`src/rtl/reciprocal_seq.sv`:
```
// Sequential signed Q12.12 reciprocal: normalise with a leading-zero count, refine 1/d by
// Newton-Raphson on one shared 24x24 multiplier, then denormalise, saturate and re-sign.
module reciprocal_seq #(
  parameter int ITERS = 3
) (
  input  logic        i_clk,
  input  logic        i_reset_n,
  input  logic        i_start,
  input  logic [23:0] i_data,
  output logic        o_busy,
  output logic        o_done,
  output logic [23:0] o_data,
  output logic        o_sat
);

  typedef enum logic [2:0] {
    S_IDLE  = 3'd0,
    S_NORM  = 3'd1,
    S_SEED  = 3'd2,
    S_MUL_A = 3'd3,
    S_MUL_B = 3'd4,
    S_OUT   = 3'd5
  } state_t;

  localparam int          LZC_WIDTH    = 24;
  localparam logic [23:0] C_SEED_OFS   = 24'hB4B4B4;  // 48/17 in Q2.22, truncated
  localparam logic [23:0] C_SEED_SLOPE = 24'h787878;  // 32/17 in Q2.22, truncated
  localparam logic [23:0] C_TWO        = 24'h800000;  // 2.0 in Q2.22
  localparam logic [23:0] C_SAT_POS    = 24'h7FFFFF;
  localparam logic [1:0]  IT_LAST      = 2'(ITERS - 1);

  state_t      r_state;
  state_t      w_state_next;
  logic        r_sgn;
  logic [23:0] r_mag;
  logic [4:0]  r_lz;
  logic [23:0] r_d;
  logic [23:0] r_x;
  logic [23:0] r_t;
  logic [1:0]  r_it;
  logic        r_busy;
  logic        r_done;
  logic [23:0] r_data;
  logic        r_sat;

  logic [23:0] w_mag_in;
  logic [4:0]  w_lz;
  logic [23:0] w_mul_a;
  logic [23:0] w_mul_b;
  logic [47:0] w_prod;
  logic [47:0] w_x_ext;
  logic [47:0] w_scaled;
  logic        w_res_sat;
  logic [23:0] w_res_mag;
  logic [23:0] w_res;
  logic        w_unused_prod_lo;

  assign w_mag_in = i_data[23] ? (24'd0 - i_data) : i_data;

  // Leading-zero count of the captured magnitude; an all-zero input yields LZC_WIDTH.
  always_comb begin : lzc_24
    w_lz = 5'(LZC_WIDTH);
    for (int i = 0; i < LZC_WIDTH; i++) begin
      if (r_mag[i]) w_lz = 5'(LZC_WIDTH - 1 - i);
    end
  end

  // One multiplier shared by the seed, d*x and x*(2-t) steps.
  always_comb begin
    w_mul_a = '0;
    w_mul_b = '0;
    case (r_state)
      S_SEED: begin
        w_mul_a = C_SEED_SLOPE;
        w_mul_b = r_d;
      end
      S_MUL_A: begin
        w_mul_a = r_d;
        w_mul_b = r_x;
      end
      S_MUL_B: begin
        w_mul_a = r_x;
        w_mul_b = C_TWO - r_t;
      end
      default: ;
    endcase
  end

  assign w_prod           = {24'd0, w_mul_a} * {24'd0, w_mul_b};
  assign w_unused_prod_lo = ^w_prod[21:0];

  // x holds 2^22/d; the Q12.12 result is x * 2^(lz-22).
  assign w_x_ext = {24'd0, r_x};
  always_comb begin
    if (r_lz < 5'd22) w_scaled = w_x_ext >> (5'd22 - r_lz);
    else              w_scaled = w_x_ext << (r_lz - 5'd22);
  end

  assign w_res_sat = (r_mag == 24'd0) || (w_scaled > 48'h7FFFFF);
  assign w_res_mag = w_res_sat ? C_SAT_POS : w_scaled[23:0];
  assign w_res     = r_sgn ? (24'd0 - w_res_mag) : w_res_mag;

  always_ff @(posedge i_clk or negedge i_reset_n) begin
    if (!i_reset_n) r_state <= S_IDLE;
    else            r_state <= w_state_next;
  end

  always_comb begin
    w_state_next = r_state;
    case (r_state)
      S_IDLE:  if (i_start) w_state_next = S_NORM;
      S_NORM:  w_state_next = S_SEED;
      S_SEED:  w_state_next = S_MUL_A;
      S_MUL_A: w_state_next = S_MUL_B;
      S_MUL_B: w_state_next = (r_it == IT_LAST) ? S_OUT : S_MUL_A;
      S_OUT:   w_state_next = S_IDLE;
      default: w_state_next = S_IDLE;
    endcase
  end

  always_ff @(posedge i_clk or negedge i_reset_n) begin
    if (!i_reset_n) begin
      r_sgn  <= 1'b0;
      r_mag  <= '0;
      r_lz   <= '0;
      r_d    <= '0;
      r_x    <= '0;
      r_t    <= '0;
      r_it   <= '0;
      r_busy <= 1'b0;
      r_done <= 1'b0;
      r_data <= '0;
      r_sat  <= 1'b0;
    end else begin
      r_done <= 1'b0;
      case (r_state)
        S_IDLE: begin
          if (i_start) begin
            r_sgn  <= i_data[23];
            r_mag  <= w_mag_in;
            r_busy <= 1'b1;
          end
        end
        S_NORM: begin
          r_lz <= w_lz;
          r_d  <= r_mag << w_lz;
        end
        S_SEED: begin
          r_x  <= C_SEED_OFS - w_prod[47:24];
          r_it <= '0;
        end
        S_MUL_A: r_t <= w_prod[47:24];
        S_MUL_B: begin
          // Only a zero operand can overflow here, and that result is saturated anyway.
          r_x <= w_prod[45:22];
          if (r_it != IT_LAST) r_it <= r_it + 2'd1;
        end
        S_OUT: begin
          r_data <= w_res;
          r_sat  <= w_res_sat;
          r_done <= 1'b1;
          r_busy <= 1'b0;
        end
        default: ;
      endcase
    end
  end

  assign o_busy = r_busy;
  assign o_done = r_done;
  assign o_data = r_data;
  assign o_sat  = r_sat;

endmodule

```
`config.mk`:
```
export PLATFORM = sky130hd
export DESIGN_NAME = reciprocal_seq
export DESIGN_NICKNAME = d
export VERILOG_FILES = /design/src/rtl/reciprocal_seq.sv
export SDC_FILE = /design/constraint.sdc
export NUM_CORES = 2
export LEC_CHECK = 0
export CAP_MARGIN = 15
export CORE_ASPECT_RATIO = 0.6
export CORE_MARGIN = 2
export CORE_UTILIZATION = 33
export DETAILED_ROUTE_END_ITERATION = 12
export PLACE_DENSITY_LB_ADDON = 0.1
export SYNTH_ARGS = -nofsm -noshare
export SYNTH_HDL_FRONTEND = slang
export SYNTH_SLANG_ARGS = --single-unit
```
`constraint.sdc`:
```
create_clock -name i_clk -period 25.3 [get_ports i_clk]
set_input_delay 5.06 -clock i_clk [delete_from_list [all_inputs] [get_ports i_clk]]
set_output_delay 5.06 -clock i_clk [all_outputs]
set_load 0.05 [all_outputs]
```
==> impl_results.md <==
- Number of library cell types mapped by synthesis: 82
- Standard-cell rows: 86
- Pre-antenna DRT Iters: 6
- P&R area growth vs syn: 9.05%
- Most common cell type on the critical path: fa_1
- Global-route wire length before repair: 182000 microns
- Final Hold Violating Endpoints: 0
- Final worst-path cycle share: 44.7%
- Die Area: 95000 sq um
- Unrepaired setup endpoints after global routing: no
- Critical path endpoint category: flip-flop
- Post-synth ARST share: 100%
- Total wirelength of the detailed-routed design: 122000 microns
- Setup Crit Path Kind: reg -> reg
- Boundary Pins: 54
- Largest clock skew in the final design: 0.0122 ns
- Number of buffers created by CTS: 17
- Min-Delay Path Class: reg -> reg
- Reported max-cap violation count: 0
- Count of input and output buffers: 53
- Setup fix buffers added after clock tree synthesis: 0
- Routability cong.: 0.960
- Synth Net Count: 4345
- Final number of max-transition violations: 0
- Die outline width: 397 microns
- Root buf cell: clkbuf_16
- Htree depth: 4
- Final routed wire length divided by cell count: 25.2 microns
- Cts hold-fix bufs: 0
- Clock period minus final worst setup slack: 11.31 ns
- Final HPWL from detailed placement: 97500 microns
- Number of design-rule violations left by the first detailed-router iteration: 2989
- Commonest register cell after synthesis: dfrtp_1
- Seq/Total Area, Yosys: 11.0%
- Via/cell ratio: 5.40
- Max Buffers Root-to-Sink: 2
- Critical path launch point type: flip-flop
- Run status: complete, no violations
- Data required time of the critical path: 25.64 ns
- Seq cells post-synth: 134
- Final ANT Viol Nets: 0
- Remaining global-route overflow: 0
- Maximum number of pins on one net before global-route repair: 66
- Critical path arrival: 11.65 ns
- # nets final: 4300
- DR vias: 26300
- EDFF count, synth: 0
- Measured slew at the worst slew-check pin: 1.16 ns
- Slowest stage delay, CP: 0.73 ns
- Die span in y: 240 microns
- Total number of yosys warnings: 0
- Floorplan Core Area: 91700 sq um
- Vias in the first global route: 25500
- Fraction of final layout cells sized beyond drive strength 1: 7.36%
- Clock transition at the register clock pins on the worst setup and hold paths after CTS: 0.07 ns
- Filler Cell Count: 9702
- TritonCTS Sinks: 134
- Setup Viol. Count Final: 0
- Antenna violations before repair: 1
- Fmax: 0.0884 GHz
- Initial standard-cell utilization of the core: 33.3%
- Number of instances in the synthesized netlist: 3660
- Clk Latency, worst-skew pair: 0.48 ns
- Count of instances resized after the clock tree is built: 0
- Total standard cell area after synthesis: 30500 sq um
- Crit path max-delay cell type: nor4_1
- Highest net fanout along the worst path: 24
- Drc violations: 0
- Max-Slew Margin vs Limit: 21.9%
- Mean instance size in the synthesized netlist: 8.34 sq um
- Clock tree from TritonCTS: done
- Global routing usage summed across all routing layers: 26.3%
- Post-Route Setup TNS: 0 ns
==> final cells by class <==
type                       count  area [sq um]  share of cell area, %
multi-input combinational   2724         24300                   73.0
sequential                   134          3360                   10.1
inverter                     582          2180                   6.56
tap                         1232          1540                   4.63
timing repair buffer         156          1310                   3.92
clock buffer                  17           425                   1.28
clock inverter                15           163                  0.489
antenna                        1          2.50                0.00752
==> through the flow <==
step / instances / cell area (sq um) / worst slack [ns] / utilization [%] / hold WS (ns)
CTS: 4860 / 33300 / 14.14 / 36.3 / 0.480
floorplan: 3660 / 30500 / 15.99 / - / 0.458
finish: 4861 / 33300 / 13.99 / 36.3 / 0.478
detailed placement: 4828 / 32700 / 14.23 / 35.7 / 0.465
global placement: 4828 / 32700 / 14.21 / 35.7 / 0.462
global route: 4860 / 33300 / 13.17 / 36.3 / 0.480
==> synth_stat cells (33+ instances only) <==
cell type  count  area, sq um
xor2_1        38          333
nand2_1      591         2220
a22o_1        34          298
xnor2_1       57          499
mux2_2        42          473
a21o_1        33          248
fa_1         481         9630
nor2_1       327         1230
mux4_2        34          766
inv_1        579         2170
a22oi_1       33          248
ha_1         177         2210
a21oi_1      101          505
dfrtp_1      134         3350
mux2i_1      112         1120
o21ai_0      155          776
nand3_1       36          180
nor3_1        34          170
clkbuf_1     194          728
==> metal layers <==
| metal | track usage [%] | routed length, microns | vias up |
|---|---|---|---|
| li1 | - | - | 11800 |
| met1 | 45.1 | 65700 | 13300 |
| met5 | 0 | 0 | - |
| met4 | 2.60 | 903 | 0 |
| met3 | 9.71 | 15100 | 55 |
| met2 | 29.7 | 40600 | 1121 |
==> final timing paths <==
kind                       slack (ns)                   from                endpoint  cells after the start
max                             13.99     r_t[0]$_DFFE_PN0N_     r_x[21]$_DFFE_PN0P_                     33
min                              0.48  o_data[9]$_DFFE_PN0P_   o_data[9]$_DFFE_PN0P_                      1
max reg2reg                     13.99     r_t[0]$_DFFE_PN0N_     r_x[21]$_DFFE_PN0P_                     33
min reg2reg                      0.48  o_data[9]$_DFFE_PN0P_   o_data[9]$_DFFE_PN0P_                      1
max in group asynchronous       19.64              i_reset_n      r_x[1]$_DFFE_PN0P_                      2
min in group asynchronous        4.51              i_reset_n  o_data[20]$_DFFE_PN0P_                      1
==> flip-flops by register name, summed over array words and instances (netlist names) <==
register  flops
r_mag        24
r_sgn         1
o_busy        1
r_it          2
o_sat         1
o_data       24
r_x          24
r_lz          5
r_d          24
r_state       3
o_done        1
r_t          24
==> placed cells by master, fill, tap and decap left out, types with 17 or more instances in the layout <==
master / count
a31oi_1: 22
nand3_1: 36
o31ai_1: 19
inv_1: 579
clkbuf_16: 17
fa_1: 481
a22oi_1: 29
nand4_1: 21
nor4_1: 26
and2_1: 31
dfrtp_1: 131
mux2_2: 42
ha_1: 177
xor2_1: 37
buf_4: 103
nor3_1: 34
nor2_1: 327
mux2i_1: 112
mux4_2: 34
xnor2_1: 56
clkdlybuf4s50_1: 52
o21a_1: 31
a21o_1: 33
and3_1: 17
a22o_1: 34
o21ai_0: 153
o221ai_1: 17
nand2b_1: 23
a21oi_1: 99
nand2_1: 591
==> critical path: cells and delay by family, from the launching register on <==
kind,cells,cell delay [ns]
buffers and inverters,6,0.68
AO/OA/AOI/OAI,10,2.78
adder cells (fa/ha/maj),8,3.91
AND/OR/NAND/NOR,7,2.75
XOR/XNOR,2,0.60
flip-flops,1,0.43
==> logic make-up (layout without fill, tap and decap cells) <==
family,after synthesis,in the layout,synth area share (%)
fa+ha+maj,658,658,38.8
mux,188,188,7.73
simple gates,1185,1185,16.8
flops,134,134,11.0
compound gates,598,598,13.0
buf+inv,802,770,9.96
xor+xnor,95,95,2.73
other cells,0,1,0
Power is left out: the tool's default activity adds up to more than one toggle a clock period on the data nets, which glitch-free logic cannot reach.
